### src/rtl/cordic_pkg.sv
// ============================================================================
// cordic_pkg : shared CORDIC constants (arctan table, gain, pi/2) and FSM type
// Rev 1.0
// ============================================================================
`default_nettype none

package cordic_pkg;

   localparam int CORDIC_W  = 32;
   localparam int CORDIC_WX = CORDIC_W + 2;
   localparam int TAB_DEPTH = 8;

   localparam logic [CORDIC_W-1:0] C_GAIN_K  = 32'h4DBA_AAA5;
   localparam logic [CORDIC_W-1:0] C_HALF_PI = 32'hC90F_DAA2;

   typedef enum logic [1:0] {
      ST_IDLE = 2'd0,
      ST_RUN  = 2'd1,
      ST_DONE = 2'd2
   } state_t;

   // atan(2^-i) scaled by 2^31
   function automatic logic [CORDIC_W-1:0] theta_lut(input logic [2:0] idx);
      logic [CORDIC_W-1:0] v;
      case (idx)
         3'd0:    v = 32'h6487_ED51;
         3'd1:    v = 32'h3B58_CE0A;
         3'd2:    v = 32'h1F5B_75F8;
         3'd3:    v = 32'h0FEA_DD4C;
         3'd4:    v = 32'h07FD_56EC;
         3'd5:    v = 32'h03FF_AAB6;
         3'd6:    v = 32'h01FF_F554;
         default: v = 32'h00FF_FEAA;
      endcase
      return v;
   endfunction

endpackage

`default_nettype wire

### src/rtl/cordic_seq_if.sv
// ============================================================================
// cordic_seq_if : start/busy/done handshake and data bus of the CORDIC sequencer
// Optional abort signal present with CORDIC_SEQ_ABORT_EN.   Rev 1.0
// ============================================================================
`default_nettype none

interface cordic_seq_if #(
   parameter int W = 32
);
   logic         start;
   logic [W-1:0] rad;
`ifdef CORDIC_SEQ_ABORT_EN
   logic         abort;
`endif
   logic         busy;
   logic         done;
   logic [W-1:0] sin_o;
   logic [W-1:0] cos_o;

`ifdef CORDIC_SEQ_ABORT_EN
   modport master (output start, rad, abort, input busy, done, sin_o, cos_o);
   modport slave  (input start, rad, abort, output busy, done, sin_o, cos_o);
`else
   modport master (output start, rad, input busy, done, sin_o, cos_o);
   modport slave  (input start, rad, output busy, done, sin_o, cos_o);
`endif

endinterface

`default_nettype wire

### src/rtl/cordic_stage.sv
// ============================================================================
// cordic_stage : one combinational CORDIC micro-rotation (rotation mode)
// Rev 1.0
// ============================================================================
`default_nettype none

module cordic_stage
   import cordic_pkg::*;
#(
   parameter int W = CORDIC_W
) (
   input  logic signed [W+1:0] i_x,
   input  logic signed [W+1:0] i_y,
   input  logic signed [W+1:0] i_z,
   input  logic        [2:0]   i_shift,
   input  logic        [W-1:0] i_theta,
   output logic signed [W+1:0] o_x,
   output logic signed [W+1:0] o_y,
   output logic signed [W+1:0] o_z
);

   logic               w_pos;
   logic signed [W+1:0] w_xs;
   logic signed [W+1:0] w_ys;
   logic signed [W+1:0] w_th;

   assign w_pos = ~i_z[W+1];
   assign w_xs  = i_x >>> i_shift;
   assign w_ys  = i_y >>> i_shift;
   assign w_th  = signed'({2'b00, i_theta});

   assign o_x = w_pos ? (i_x - w_ys) : (i_x + w_ys);
   assign o_y = w_pos ? (i_y + w_xs) : (i_y - w_xs);
   assign o_z = w_pos ? (i_z - w_th) : (i_z + w_th);

endmodule

`default_nettype wire

### src/rtl/cordic_seq.sv
// ============================================================================
// cordic_seq : iterative sin/cos CORDIC, one micro-rotation per clock.
// Optional CORDIC_SEQ_ABORT_EN adds an abort input.   Rev 1.0
// ============================================================================
`default_nettype none

module cordic_seq
   import cordic_pkg::*;
#(
   parameter int ITER = 8,
   parameter int W    = 32
) (
   input  logic         clk,
   input  logic         reset_n,
   cordic_seq_if.slave  bus
);

   localparam int WX = W + 2;
   localparam logic [2:0] C_LAST = 3'(ITER - 1);

   state_t              r_state;
   state_t              w_next;
   logic [2:0]          r_iter;
   logic signed [WX-1:0] r_x;
   logic signed [WX-1:0] r_y;
   logic signed [WX-1:0] r_z;
   logic signed [WX-1:0] w_x_nx;
   logic signed [WX-1:0] w_y_nx;
   logic signed [WX-1:0] w_z_nx;
   logic [W-1:0]        r_sin;
   logic [W-1:0]        r_cos;
   logic [W-1:0]        w_rad_sat;
   logic                w_last;
   logic                w_abort;
   logic                w_load;
   logic                w_step;
   logic                w_capture;
   logic                w_busy;
   logic                w_done;

`ifdef CORDIC_SEQ_ABORT_EN
   assign w_abort = bus.abort;
`else
   assign w_abort = 1'b0;
`endif

   assign w_last    = (r_iter == C_LAST);
   assign w_rad_sat = (bus.rad > W'(C_HALF_PI)) ? W'(C_HALF_PI) : bus.rad;

   // Negative results clamp to zero, anything at or above 2.0 saturates.
   function automatic logic [W-1:0] clamp_out(input logic signed [WX-1:0] v);
      if (v[WX-1])
         return '0;
      else if (v[WX-2])
         return '1;
      else
         return v[W-1:0];
   endfunction

   cordic_stage #(.W(W)) u_stage (
      .i_x     (r_x),
      .i_y     (r_y),
      .i_z     (r_z),
      .i_shift (r_iter),
      .i_theta (W'(theta_lut(r_iter))),
      .o_x     (w_x_nx),
      .o_y     (w_y_nx),
      .o_z     (w_z_nx)
   );

   always_ff @(posedge clk or negedge reset_n) begin
      if (!reset_n)
         r_state <= ST_IDLE;
      else
         r_state <= w_next;
   end

   always_comb begin
      w_next = r_state;
      case (r_state)
         ST_IDLE: if (bus.start) w_next = ST_RUN;
         ST_RUN: begin
            if (w_abort)
               w_next = ST_IDLE;
            else if (w_last)
               w_next = ST_DONE;
         end
         ST_DONE: w_next = bus.start ? ST_RUN : ST_IDLE;
         default: w_next = ST_IDLE;
      endcase
   end

   always_comb begin
      w_load    = 1'b0;
      w_step    = 1'b0;
      w_capture = 1'b0;
      w_busy    = 1'b0;
      w_done    = 1'b0;
      case (r_state)
         ST_IDLE: w_load = bus.start;
         ST_RUN: begin
            w_busy    = 1'b1;
            w_step    = ~w_abort;
            w_capture = w_last & ~w_abort;
         end
         ST_DONE: begin
            w_done = 1'b1;
            w_load = bus.start;
         end
         default: ;
      endcase
   end

   always_ff @(posedge clk or negedge reset_n) begin
      if (!reset_n) begin
         r_x    <= '0;
         r_y    <= '0;
         r_z    <= '0;
         r_iter <= '0;
      end else if (w_load) begin
         r_x    <= signed'({2'b00, W'(C_GAIN_K)});
         r_y    <= '0;
         r_z    <= signed'({2'b00, w_rad_sat});
         r_iter <= '0;
      end else if (w_step) begin
         r_x    <= w_x_nx;
         r_y    <= w_y_nx;
         r_z    <= w_z_nx;
         r_iter <= r_iter + 3'd1;
      end
   end

   // Results come straight from the final rotation so all ITER steps count.
   always_ff @(posedge clk or negedge reset_n) begin
      if (!reset_n) begin
         r_sin <= '0;
         r_cos <= '0;
      end else if (w_capture) begin
         r_sin <= clamp_out(w_y_nx);
         r_cos <= clamp_out(w_x_nx);
      end
   end

   assign bus.busy  = w_busy;
   assign bus.done  = w_done;
   assign bus.sin_o = r_sin;
   assign bus.cos_o = r_cos;

endmodule

`default_nettype wire
### src/flat_wrapper.sv
// flat-port wrapper written by rule: the top's interface ports become plain ports
module cordic_seq_flat import cordic_pkg::*;
#(
   parameter int ITER = 8,
   parameter int W    = 32
)
  (clk, reset_n, bus_start, bus_rad, bus_busy, bus_done, bus_sin_o, bus_cos_o);
  cordic_seq_if #(.W(W)) bus_i ();
  input  logic clk;
  input  logic reset_n;
  input wire logic [$bits(bus_i.start)-1:0] bus_start;
  input wire logic [$bits(bus_i.rad)-1:0] bus_rad;
  output wire logic [$bits(bus_i.busy)-1:0] bus_busy;
  output wire logic [$bits(bus_i.done)-1:0] bus_done;
  output wire logic [$bits(bus_i.sin_o)-1:0] bus_sin_o;
  output wire logic [$bits(bus_i.cos_o)-1:0] bus_cos_o;
  assign bus_i.start = bus_start;
  assign bus_i.rad = bus_rad;
  assign bus_busy = bus_i.busy;
  assign bus_done = bus_i.done;
  assign bus_sin_o = bus_i.sin_o;
  assign bus_cos_o = bus_i.cos_o;
  cordic_seq #(.ITER(ITER), .W(W)) u_core (.clk(clk), .reset_n(reset_n), .bus(bus_i));
endmodule
### config.mk
export PLATFORM = sky130hd
export DESIGN_NAME = cordic_seq_flat
export DESIGN_NICKNAME = d
export VERILOG_FILES = /design/src/rtl/cordic_pkg.sv /design/src/rtl/cordic_seq_if.sv /design/src/rtl/cordic_stage.sv /design/src/rtl/cordic_seq.sv /design/src/flat_wrapper.sv
export SDC_FILE = /design/constraint.sdc
export NUM_CORES = 1
export LEC_CHECK = 0
export ABC_AREA = 1
export BUFFER_PORTS_ARGS = -buffer_cell sky130_fd_sc_hd__clkbuf_2
export CAP_MARGIN = 20
export CORE_ASPECT_RATIO = 1.5
export CORE_UTILIZATION = 45
export CTS_CLUSTER_DIAMETER = 60
export DETAILED_ROUTE_END_ITERATION = 16
export SLEW_MARGIN = 20
export SYNTH_ARGS = -nofsm -noshare
export SYNTH_HDL_FRONTEND = slang
export SYNTH_SLANG_ARGS = --single-unit
### constraint.sdc
create_clock -name clk -period 5.02 [get_ports clk]
set_clock_uncertainty 0.1 [all_clocks]
set_input_delay 1.004 -clock clk [delete_from_list [all_inputs] [get_ports clk]]
set_output_delay 1.004 -clock clk [all_outputs]
set_load 0.02 [all_outputs]
Word-level counts from Yosys, hierarchy flattened. Cells that the tools add are included.

Flip-flop bits (word level): 171. Logic and storage cells: 58.

Shift operators: 2. $add $sub $neg: 7. Magnitude comparators: 1. Reduce and logical (&&, ||, !) cells: 5. Equality and inequality tests: 11. Mux-type cells: 25.

Operator list (number): $mux 34 (9); $pmux 31 s7 (1); $mux 32 (5); $add 34x34->34 (2); $sshr 34x3->34 (2); $sub 34x34->34 (2); $add 34x33->34 (1); $sub 34x33->34 (1); $gt 32x32->1 const B (1); $eq 3x3->1 const B (4); $eq 3x2->1 const B (2); $mux 3 (2); $pmux 2 s3 (1); $mux 1 (5); $mux 2 (2); $add 3x1->3 const B (1); $eq 3x1->1 const B (1); $logic_not 3->1 (1); $eq 2x1->1 const B (1); $eq 2x2->1 const B (1); $logic_not 2->1 (1); $ne 2x1->1 const B (1); $ne 2x2->1 const B (1); $reduce_and 2->1 (1); 2 further kinds (2).

Logic depth before layout (Yosys ltp).
Depth after elaboration: 6. Gate-level depth with buffers: 34. Depth with buffers taken out: 32.

By module. Synthesis repeated with hierarchy kept, for this count alone.

Cells, all modules: 2949. Area total of the unflattened synthesis: 18517.8 um^2.

By module, submodules not included: cordic_stage (cells an instance 2075, area each 10620.2 um^2, seq. area each 0.0 um^2, times used 1); cordic_seq (cells an instance 874, area each 7897.6 um^2, seq. area each 4279.1 um^2, times used 1).

Worst setup path before layout. OpenSTA, ideal clock, no wires.

Path type: reg2reg. From: reg u_core.r_iter[0]. To: reg u_core.r_cos[2], in the netlist u_core.bus.cos_o[2]. Library setup time: 0.117 ns. Arrival: 4.018 ns. Path slack: 0.785 ns. Stages on the path, launching flop included: 31. Data required time: 4.803 ns. Period minus slack after synthesis: 4.235 ns. Cells stage by stage: dfrtp_1 > buf_6 > buf_12 > buf_12 > o211ai_1 > nand2_1 > inv_1 > nand2_1 > inv_2 > ha_1 > nand3_1 > nor2_1 > nand2_1 > inv_1 > nand2_1 > o21ai_0 > xor2_1 > inv_1 > ha_1 > nand2_1 > nor4_1 > nand2_1 > nand2_1 > nand3_1 > nand2_1 > nand2_1 > nand2_1 > clkbuf_1 > nand2_1 > nand3_2 > nand2_1.

Cells in the longest elaborated chain, start to end: 5. Elaborated cells between the ends (all ways): 8. Classes of those cells: 2 x add/sub; 1 x eq/ne; 1 x shift; 4 x mux.

RTL lines: from (decl) (RTL line cordic_seq.sv:23) `logic [2:0] r_iter;`; from (signal assigned) (RTL line cordic_seq.sv:129) `r_iter <= r_iter + 3'd1;`; $sshr 34x3->34 (RTL line cordic_stage.sv:29) `assign w_ys = i_y >>> i_shift;`; $sub 34x34->34 or $add 34x34->34 (tied branches) (RTL line cordic_stage.sv:32) `assign o_x = w_pos ? (i_x - w_ys) : (i_x + w_ys);`; $mux 34 (RTL line cordic_stage.sv:32); $mux 32 (RTL line cordic_seq.sv:54) `else if (v[WX-2])`; $mux 32 (RTL line cordic_seq.sv:52) `if (v[WX-1])`; to (signal assigned) (RTL line cordic_seq.sv:140) `r_cos <= clamp_out(w_x_nx);`; to (decl) (RTL line cordic_seq.sv:31) `logic [W-1:0] r_cos;`.

Several ways; a longest one is shown, not always the timed one. A chain may end at the register's enable or synchronous reset.

Final worst setup path.
From: reg u_core.r_iter[2]. To: reg u_core.r_cos[28], in the netlist u_core.bus.cos_o[28].

Same word-level chain as after synthesis.

==> run summary <==
Antenna violations before repair - 0
Setup-failing EPs final - 0
Syn Area/Cell - 6.31 um2
Count of cell types in the netlist - 50
Gate Count Post-Synth - 2961
CP Class - reg2reg
DR DRC count - 0
Final HPWL DP - 50800 um
Most common cell after layout, fill and taps aside - nand2_1
N_diodes - 0
Final hold violation count - 0
Pin count of the biggest net entering global routing - 82
Initial DRT Pass Iterations - 5
Worst r2r path cells - 26
Initial DRC count - 1386
Worst Tran Pin Value - 0.945 ns
Routed via count - 19600
Rows - 91
Top_reg_cell synth - dfrtp_1
Antenna Nets Post-Route - 0
Origin of the critical flop-to-flop path - u_core.r_iter[2]
Root Driver - clkbuf_16
Via density - 5.52
Num CTS Buffers - 17
Post-synth EDFFs - 0
Post-Syn Nets - 3107
Fin nets - 3179
FFs w/ async S/R, synth - 100%
Worst skew pair latency - 0.48 ns
Final non-filler cell total - 3557
GR Util All Layers - 30.3%
Max-cap violations - 0
Syn. warnings - 0
Die ar. - 0.0424 mm2
Slew headroom - 37.0%
Post-DR wirelength/cell - 18.0 um
Required @ worst endpoint - 5.33 ns
Most frequent cells in the layout - nand2_1 (974), inv_1 (275), nand3_1 (236), nor2_1 (217), a21oi_1 (179)
Htree depth - 4
Core Area - 0.0410 mm2
GRT overflow - 0
Final Util - 50.3%
Hold_sp - u_core.bus.cos_o[12]
Inst Count DP - 3521
Hold slack - 0.377 ns
CTS tree - yes
Worst Path Max Fanout - 27
Layout cells sized above 1 - 12.3%
Die Y - 252 um
Width of the die - 168 um
RD Place Congestion - 1.06
Final WL - 64200 um
RSZ-0062 raised after global routing - true
Final WS setup - 0.308 ns
Worst-case clock buffer depth - 2
Num ports - 101
First-pass GRT wire length - 101000 um
Fillers - 4354
Layout area overhead - 10.3%
Synthesized area - 0.0187 mm2
Worst path arrival time - 5.02 ns
Post-layout min period - 4.71 ns
Place WS - -0.0802 ns
Clock slew at reported path FFs - 0.07 ns
Hold-critical path endpoint - u_core.bus.cos_o[12]
Highest clock rate - 212 MHz
Period utilization - 93.9%
Sequential share of the synthesized area - 22.9%
Starting density of the core - 45.6%
Number of buffers added on ports - 100
Hold path depth - 2
Final Max Tran Viols - 0
Status - finished clean
Clk sinks - 171
Reg2reg setup slack - 0.31 ns
Seq cells post-synth - 171
Setup crit start kind - flop
Source of the critical timing path - u_core.r_iter[2]
Vias in the first global route - 19200
FF-to-FF End - u_core.bus.cos_o[28]
HP Class - reg2reg
CP Capture Type - flop
-- through the flow --
step	setup TNS [ns]	cell area (um2)
2_1_floorplan	0	18700
3_3_place_gp	-3.48	19800
3_5_place_dp	-1.65	19800
4_1_cts	0	20400
5_1_grt	-0.0194	20600
6_report	0	20600
-- critical path: stages, from the launching register on --
cell	delay [ns]
dfrtp_2	0.51
inv_2	0.20
buf_12	0.20
buf_4	0.21
buf_4	0.18
nand2_1	0.06
nand2_1	0.12
nand2_1	0.12
nor3_1	0.33
nand2_1	0.10
nor2_1	0.11
nand2_1	0.10
xor2_1	0.15
a21oi_1	0.17
ha_1	0.35
nand2_1	0.12
nor2_1	0.05
a211oi_1	0.24
o21ai_0	0.18
a21oi_1	0.15
nand3_1	0.14
inv_1	0.09
nand3_2	0.13
nand2_8	0.10
buf_4	0.21
nand3_2	0.08
nand2_1	0.10
-- area by class of cell --
class                      instances  area (um2)  share of cell area, %
tap                              511         639                   3.10
clock inverter                    13         159                  0.771
timing repair buffer             162        1180                   5.72
multi-input combinational       2393       12800                   62.3
sequential                       171        4280                   20.8
inverter                         288        1090                   5.27
clock buffer                      19         433                   2.10
-- what timing repair did --
item,in CTS,in global routing
setup buffers,0,2
hold endpoints to repair,0,0
setup endpoints to repair,32,82
cloned,0,2
hold buffers,0,0
pin swaps,0,2
gates resized for setup,1,50
-- layer usage --
layer / part of all wire [%] / track usage, % / up-vias
li1: - / - / 9829
met1: 43 / 36.5 / 9229
met2: 50 / 54.6 / 471
met3: 3.2 / 2.59 / 104
met4: 3.9 / 13.6 / 0
met5: 0 / 0 / -
-- state kept, by name, summed over array words and instances, names as in the netlist --
signal and flops:
u_core.bus.cos_o 32, u_core.bus.sin_o 32, u_core.r_iter 3, u_core.r_state 2, u_core.r_x 34, u_core.r_y 34
u_core.r_z 34
-- cells in the mapped netlist (2+ instances only) --
master / instances / share of area, %
o21ai_2: 8 / 0.37
nand2_1: 978 / 20
nand2_4: 2 / 0.12
nand3_1: 238 / 6.4
xnor2_1: 43 / 2.0
ha_1: 108 / 7.2
nand3_4: 2 / 0.19
fa_1: 3 / 0.32
a21boi_0: 4 / 0.16
o31ai_1: 3 / 0.12
xor2_1: 89 / 4.2
buf_4: 11 / 0.44
clkbuf_1: 48 / 0.96
o21bai_1: 14 / 0.56
nor2_2: 10 / 0.33
o221ai_1: 2 / 0.094
nand3b_1: 17 / 0.68
buf_2: 29 / 0.78
buf_12: 5 / 0.54
o211ai_1: 16 / 0.64
nor2_1: 227 / 4.6
o21ai_0: 172 / 4.6
a31oi_1: 14 / 0.47
buf_8: 3 / 0.24
a21o_1: 17 / 0.68
buf_1: 4 / 0.080
nand4_1: 23 / 0.77
o22ai_1: 25 / 0.84
inv_1: 278 / 5.6
nor2_4: 5 / 0.30
nand3_2: 69 / 3.7
inv_2: 8 / 0.16
clkinv_1: 2 / 0.040
nor4_1: 5 / 0.17
dfrtp_1: 171 / 23
a21oi_1: 184 / 4.9
buf_6: 9 / 0.54
o21ai_1: 29 / 0.78
or2_2: 11 / 0.37
o21a_1: 10 / 0.40
nand2_2: 22 / 0.74
nor3_1: 33 / 0.88
o211ai_2: 3 / 0.20
-- cell families after synthesis --
| kind of cell | after synthesis | synth area share [%] |
|---|---|---|
| simple gates | 1645 | 38.9 |
| xor+xnor | 132 | 6.19 |
| buf+inv | 397 | 9.37 |
| compound gates | 505 | 15.1 |
| fa+ha+maj | 111 | 7.55 |
| flops | 171 | 22.9 |
-- how the worst max path moves through the flow --
stage | slack [ns] | end
after floorplan | 0.79 | u_core.bus.cos_o[2]
after global placement | -0.12 | u_core.bus.cos_o[29]
after detailed placement | -0.08 | u_core.bus.cos_o[15]
after CTS | 0.09 | u_core.bus.sin_o[17]
after global routing | -0.01 | u_core.bus.cos_o[18]
final | 0.31 | u_core.bus.cos_o[28]
Power is left out: the tool's default activity adds up to more than one toggle a clock period on the data nets, which glitch-free logic cannot reach.
